**src/rtl/opb_register_simulink2ppc.sv**
```systemverilog
// OPB slave that publishes a fabric-side 32-bit value to the PowerPC. It holds a
// DATA/STATUS/CTRL register triplet with a capture counter and a freeze control.
module opb_register_simulink2ppc #(
  parameter logic [31:0] C_BASEADDR   = 32'h0000_0000,
  parameter logic [31:0] C_HIGHADDR   = 32'h0000_00FF,
  parameter int          C_OPB_AWIDTH = 32,
  parameter int          C_OPB_DWIDTH = 32,
  parameter              C_FAMILY     = "virtex5"
) (
  input  logic        OPB_Clk,
  input  logic        OPB_Rst,
  input  logic [0:31] OPB_ABus,
  input  logic [0:3]  OPB_BE,
  input  logic [0:31] OPB_DBus,
  input  logic        OPB_RNW,
  input  logic        OPB_select,
  input  logic        OPB_seqAddr,
  output logic [0:31] Sl_DBus,
  output logic        Sl_xferAck,
  output logic        Sl_errAck,
  output logic        Sl_retry,
  output logic        Sl_toutSup,
  input  logic [31:0] user_data_in,
  input  logic        user_data_valid
);

  localparam int unused_params = C_OPB_AWIDTH + C_OPB_DWIDTH + $bits(C_FAMILY);

  typedef enum logic [1:0] {IDLE, ACK, HOLD} state_t;

  state_t      state_q, state_d;
  logic [31:0] data_q, data_d;
  logic [15:0] count_q, count_d;
  logic        new_q, new_d;
  logic        freeze_q, freeze_d;
  logic [31:0] rdata_q, rdata_d;
  logic        ack_q, ack_d;

  // Window test via borrow bits, so the bounds never fold into constant compares.
  logic [32:0] below_base;
  logic [32:0] above_high;
  logic        hit;
  logic [5:0]  reg_sel;

  assign below_base = {1'b0, OPB_ABus} - {1'b0, C_BASEADDR};
  assign above_high = {1'b0, C_HIGHADDR} - {1'b0, OPB_ABus};
  assign hit        = OPB_select && !below_base[32] && !above_high[32];
  assign reg_sel    = OPB_ABus[24:29];

  always_comb begin
    state_d  = state_q;
    data_d   = data_q;
    count_d  = count_q;
    new_d    = new_q;
    freeze_d = freeze_q;
    rdata_d  = rdata_q;
    ack_d    = 1'b0;

    case (state_q)
      IDLE: begin
        if (hit) begin
          state_d = ACK;
          rdata_d = '0;
          if (OPB_RNW) begin
            case (reg_sel)
              6'd0: rdata_d = data_q;
              6'd1: begin
                rdata_d = {new_q, 15'd0, count_q};
                new_d   = 1'b0;
              end
              6'd2:    rdata_d = {31'd0, freeze_q};
              default: rdata_d = '0;
            endcase
          end else if (reg_sel == 6'd2 && OPB_BE[3]) begin
            freeze_d = OPB_DBus[31];
          end
        end
      end
      ACK: begin
        ack_d   = 1'b1;
        state_d = HOLD;
      end
      HOLD: begin
        if (!OPB_select) state_d = IDLE;
      end
      default: state_d = IDLE;
    endcase

    // Capture comes last so it overrides a same-cycle NEW clear; it sees the old FREEZE.
    if (user_data_valid && !freeze_q) begin
      data_d  = user_data_in;
      count_d = count_q + 16'd1;
      new_d   = 1'b1;
    end
  end

  always_ff @(posedge OPB_Clk or posedge OPB_Rst) begin
    if (OPB_Rst) begin
      state_q  <= IDLE;
      data_q   <= '0;
      count_q  <= '0;
      new_q    <= 1'b0;
      freeze_q <= 1'b0;
      rdata_q  <= '0;
      ack_q    <= 1'b0;
    end else begin
      state_q  <= state_d;
      data_q   <= data_d;
      count_q  <= count_d;
      new_q    <= new_d;
      freeze_q <= freeze_d;
      rdata_q  <= rdata_d;
      ack_q    <= ack_d;
    end
  end

  assign Sl_xferAck = ack_q;
  assign Sl_DBus    = ack_q ? rdata_q : 32'd0;
  assign Sl_errAck  = 1'b0;
  assign Sl_retry   = 1'b0;
  assign Sl_toutSup = 1'b0;

  logic unused_ok;
  assign unused_ok = &{1'b0, OPB_seqAddr, OPB_BE[0:2], OPB_DBus[0:30],
                       below_base[31:0], above_high[31:0]};

endmodule

```
**config.mk**
```make
export PLATFORM = sky130hd
export DESIGN_NAME = opb_register_simulink2ppc
export DESIGN_NICKNAME = d
export VERILOG_FILES = /design/src/rtl/opb_register_simulink2ppc.sv
export SDC_FILE = /design/constraint.sdc
export NUM_CORES = 1
export LEC_CHECK = 0
export CELL_PAD_IN_SITES_DETAIL_PLACEMENT = 1
export CELL_PAD_IN_SITES_GLOBAL_PLACEMENT = 1
export CORE_MARGIN = 2
export CORE_UTILIZATION = 34
export DETAILED_ROUTE_END_ITERATION = 16
export HOLD_SLACK_MARGIN = 0.03
export PLACE_DENSITY = 0.85
export SYNTH_ARGS = -nofsm -noshare
export SYNTH_HDL_FRONTEND = slang
export SYNTH_SLANG_ARGS = --single-unit
```
**constraint.sdc**
```tcl
create_clock -name OPB_Clk -period 2.75 [get_ports OPB_Clk]
set_input_delay 0.275 -clock OPB_Clk [delete_from_list [all_inputs] [get_ports OPB_Clk]]
set_output_delay 0.275 -clock OPB_Clk [all_outputs]
set_load 0.01 [all_outputs]
```
==> results by stage <==
Final layout:
- The count of non-filler cells in the finished layout is 590.
- The number of antenna diodes in the final layout is 0.
- The layout cell share with drive strength beyond 1 is 14.3%.
- The final net count is 549.
- The layout overhead on the synthesized area is 37.1%.
- The fill cell total of the finished layout is 1228.

Routing:
- The count of nets left with antenna violations once routing finished came out at 0.
- The average wire per standard cell is 17.7 um.
- In the routed design, unresolved DRC markers number 0.
- The per-cell via count in the routed design is approximately 5.
- The detailed router placed 3029 vias in this run.
- The number of iterations in the first detailed-routing pass is 4.
- The overall routed net length is 10400 um.
- The DRC violation total after the first TritonRoute iteration is 56.

Place:
- In this run the tool buffered the top-level ports with 101 buffer cells.
- The HPWL after detailed placement is 7230 um.
- The global placement routability congestion is approximately 0.71.
- Including well taps, the total number of placed cells is 574.

GRT:
- The pin count of the biggest net entering global routing is 67.
- The total global routing overflow is 0.
- The via count of the first global-routing pass is 3304.
- The initial antenna violation count is 0.
- The global-route usage over all layers is 17.5%.
- The wire length of the first global-routing pass is 17300 um.

Clocking:
- The clock latency of the later-clocked register in the worst-skew pair is between 0.3 and 0.4 ns.
- Clock tree synthesis selected as its root buffer the cell sky130_fd_sc_hd__clkbuf_16.
- Counting along the longest clock path gives a buffer depth of 2.
- Clock-pin slew was measured on the worst setup and hold paths at 0.06 ns.
- The TritonCTS clock tree is yes.
- The post-CTS setup buffer count is 0.
- The post-CTS resize count is 0.
- Hold repair after CTS inserted 0 buffers.
- Clock tree synthesis inserted a total of 9 buffers.
- Counting every sink on the clock net gives 85.
- In this run the number of H-tree levels came out at 3.

STA:
- The worst path uses 83.8% of the clock period.
- The worst clock skew is about 0.0056 ns.
- Adding up every negative setup slack in the final design gives 0 ns.
- Setup repair after global routing left no endpoint under its margin.
- The number of failing hold endpoints at the final stage is 0.
- The maximum frequency from static timing analysis is 434 MHz.
- Headroom to the max-slew limit came out at 50.8%.
- The post-route minimum period is 2.31 ns.
- The max-slew violation total from the final report was 0.
- Setup violations remaining at the end of the flow were counted as 0.
- The actual transition at the worst max-transition pin is 0.737 ns.

Job:
- The max-capacitance violation count is 0.

Die:
- The initial standard-cell utilization of the core is 34.8%.
- The die extent in x is between 100 and 150 um.
- The die height is 112 um.
- The number of top-level pins is approximately 140.
- The total area inside the core boundary comes to about 0.011 mm2.
- After floorplanning, the core was divided into 39 placement rows.
- The die covers about 0.013 mm2.

Synthesis:
- The number of library cell types mapped by synthesis is 35.
- The yosys synthesis warning count is 0.
- The synthesized netlist cell count is 347.
- After synthesis the cells add up to 0.00396 mm2.
- The cell taking the most area after synthesis is sky130_fd_sc_hd__dfrtp_1.
- The synthesized design contains 0 enable-type register cells.
- After synthesis, the cell types taking the most area are sky130_fd_sc_hd__dfrtp_1, sky130_fd_sc_hd__mux2_2, sky130_fd_sc_hd__and2_1.
- After synthesis, flip-flops and latches occupy 53.7% of the total area.
- The most common flop cell mapped by yosys is sky130_fd_sc_hd__dfrtp_1.
- The mean area per synthesized cell is 11.4 um2.
- The share of Yosys cell area claimed by the top area cell type is 53.7%.
- The post-synthesis async set-or-reset flop share is between 90% and 100%.
- The number of synthesized register bits is 85.

Critical path:
- For this run, the slowest stage of the critical path takes 0.66 ns.
- The kind of capture point of the worst setup path is a primary output.
- The endpoint required time on the critical path is 2.48 ns.
- At the worst endpoint, the arrival time is 2.03 ns.
- Traced cell by cell, the critical path runs through buf_4, and2_1, clkdlybuf4s50_1.
- STA classifies the critical path startpoint as a register.
- In this run the worst path has a maximum fanout of 19.
- The reg-to-reg setup timing slack is approximately 0.72 ns.
- The critical path class is register to primary output.
- The critical-path cell with the highest stage delay is sky130_fd_sc_hd__dfrtp_1.

Power:
- The analysis attributes to cell leakage a power of 2.26 nW.
- Of the total power, registers draw 47.4%.
- IR analysis of the VDD net gives a maximum drop of 293 uV.
- Cell internal power was estimated by the tool at 2.33 mW.
- In this run the power density over the cells is 560 mW/mm2.
- The clock network power share is slightly above 40%.
- The switching part of the total is 23.2%.
- The reported net switching power is around 0.71 mW.
- The combinational group share of total power is 11.3%.

Worst hold path:
- The worst hold path class is input port to asynchronous set/reset pin.

Status:
- The flow ran to the end, and the final reports show no timing, DRC or antenna violations.
-- per-layer routing --
layer	global-route usage [%]	routed length (um)
met5	0	0
met4	5.10	127
met3	4.57	435
met2	31.0	5330
met1	21.0	4540
-- synth_stat cells, types with 3 or more instances --
cell,number
sky130_fd_sc_hd__nor3_1,3
sky130_fd_sc_hd__inv_1,5
sky130_fd_sc_hd__dfrtp_1,85
sky130_fd_sc_hd__nand4_1,5
sky130_fd_sc_hd__and2_1,32
sky130_fd_sc_hd__o21ai_0,32
sky130_fd_sc_hd__nor2_1,6
sky130_fd_sc_hd__xnor2_1,9
sky130_fd_sc_hd__mux2i_1,17
sky130_fd_sc_hd__xor2_1,6
sky130_fd_sc_hd__clkbuf_1,20
sky130_fd_sc_hd__nand3_1,3
sky130_fd_sc_hd__buf_4,3
sky130_fd_sc_hd__nor4_1,7
sky130_fd_sc_hd__o41ai_1,17
sky130_fd_sc_hd__mux2_2,34
sky130_fd_sc_hd__o31ai_1,16
sky130_fd_sc_hd__nand2_1,24
-- stage by stage --
stage | hold WS (ns) | util (%) | instance area, um2 | setup WS [ns] | power (mW)
final | 0.367 | 47.7 | 5430 | 0.444 | 3.04
after CTS | 0.386 | 47.7 | 5430 | 0.410 | 3.08
after global placement | 0.456 | 45.0 | 5110 | 0.511 | 1.78
after global routing | 0.418 | 47.7 | 5430 | 0.336 | 3.18
after detailed placement | 0.465 | 45.0 | 5110 | 0.359 | 1.81
after floorplan | 0.426 | - | 3970 | 0.282 | 1.63
-- state kept, by name, summed over array words and instances, names as in the netlist --
| name | cells |
|---|---|
| freeze_q | 1 |
| new_q | 1 |
| count_q | 16 |
| state_q | 2 |
| data_q | 32 |
| Sl_xferAck | 1 |
| rdata_q | 32 |
-- worst paths after layout --
path                                          from  cells past startpoint                       to
max                           Sl_xferAck$_DFF_PP0_                      3              Sl_DBus[29]
min                                        OPB_Rst                      2    data_q[3]$_DFFE_PP0P_
max reg2reg                 state_q[0]$_DFFE_PP0P_                      5        new_q$_DFFE_PP0P_
min reg2reg                count_q[15]$_DFFE_PP0P_                      1  count_q[15]$_DFFE_PP0P_
max in group asynchronous                  OPB_Rst                      3   count_q[0]$_DFFE_PP0P_
min in group OPB_Clk       count_q[15]$_DFFE_PP0P_                      1  count_q[15]$_DFFE_PP0P_
-- power groups by stage --
stage	combinational (mW)	sequential, mW	clock (mW)
2_1_floorplan	0.202	1.43	0
3_3_place_gp	0.329	1.45	0
3_5_place_dp	0.350	1.46	0
4_1_cts	0.352	1.44	1.29
5_1_grt	0.380	1.46	1.34
6_report	0.344	1.44	1.25
-- critical path: cells and delay by family (launching register included) --
family / cells / cell delay (ns)
buffers and inverters: 2 / 0.85
DFF: 1 / 0.66
and+or+nand+nor: 1 / 0.18
-- cell usage in the layout, fill, tap and decap left out, drive strengths merged, types with 8 or more instances in the layout --
master / count
o21ai: 32
mux2i: 17
nor4: 8
buf: 10
o31ai: 16
clkdlybuf4s50: 101
dfrtp: 85
mux2: 34
clkbuf: 13
o41ai: 17
xnor2: 9
and2: 32
nand2: 24
-- kinds of logic (layout without fill, tap and decap cells) --
family / count (synthesis) / count (layout) / synth area share (%)
xor gates and xnor gates: 15 / 15 / 3.32
DFF: 85 / 85 / 53.7
and+or+nand+nor: 94 / 94 / 13.5
AOI/OAI and AO/OA: 66 / 66 / 11.0
adders and majority gates: 1 / 1 / 0.316
buffers and inverters: 34 / 132 / 4.05
other: 1 / 3 / 0.0948
muxes: 51 / 51 / 14.0
-- layout make-up --
class | count | area (um2) | share of cell area, %
sequential | 85 | 2130 | 39.2
multi-input combinational | 230 | 1690 | 31.1
timing repair buffer | 111 | 1100 | 20.2
clock buffer | 13 | 270 | 4.98
tap | 143 | 179 | 3.30
clock inverter | 3 | 42.5 | 0.784
inverter | 5 | 20.0 | 0.369
(Power assumes the default switching activity.)
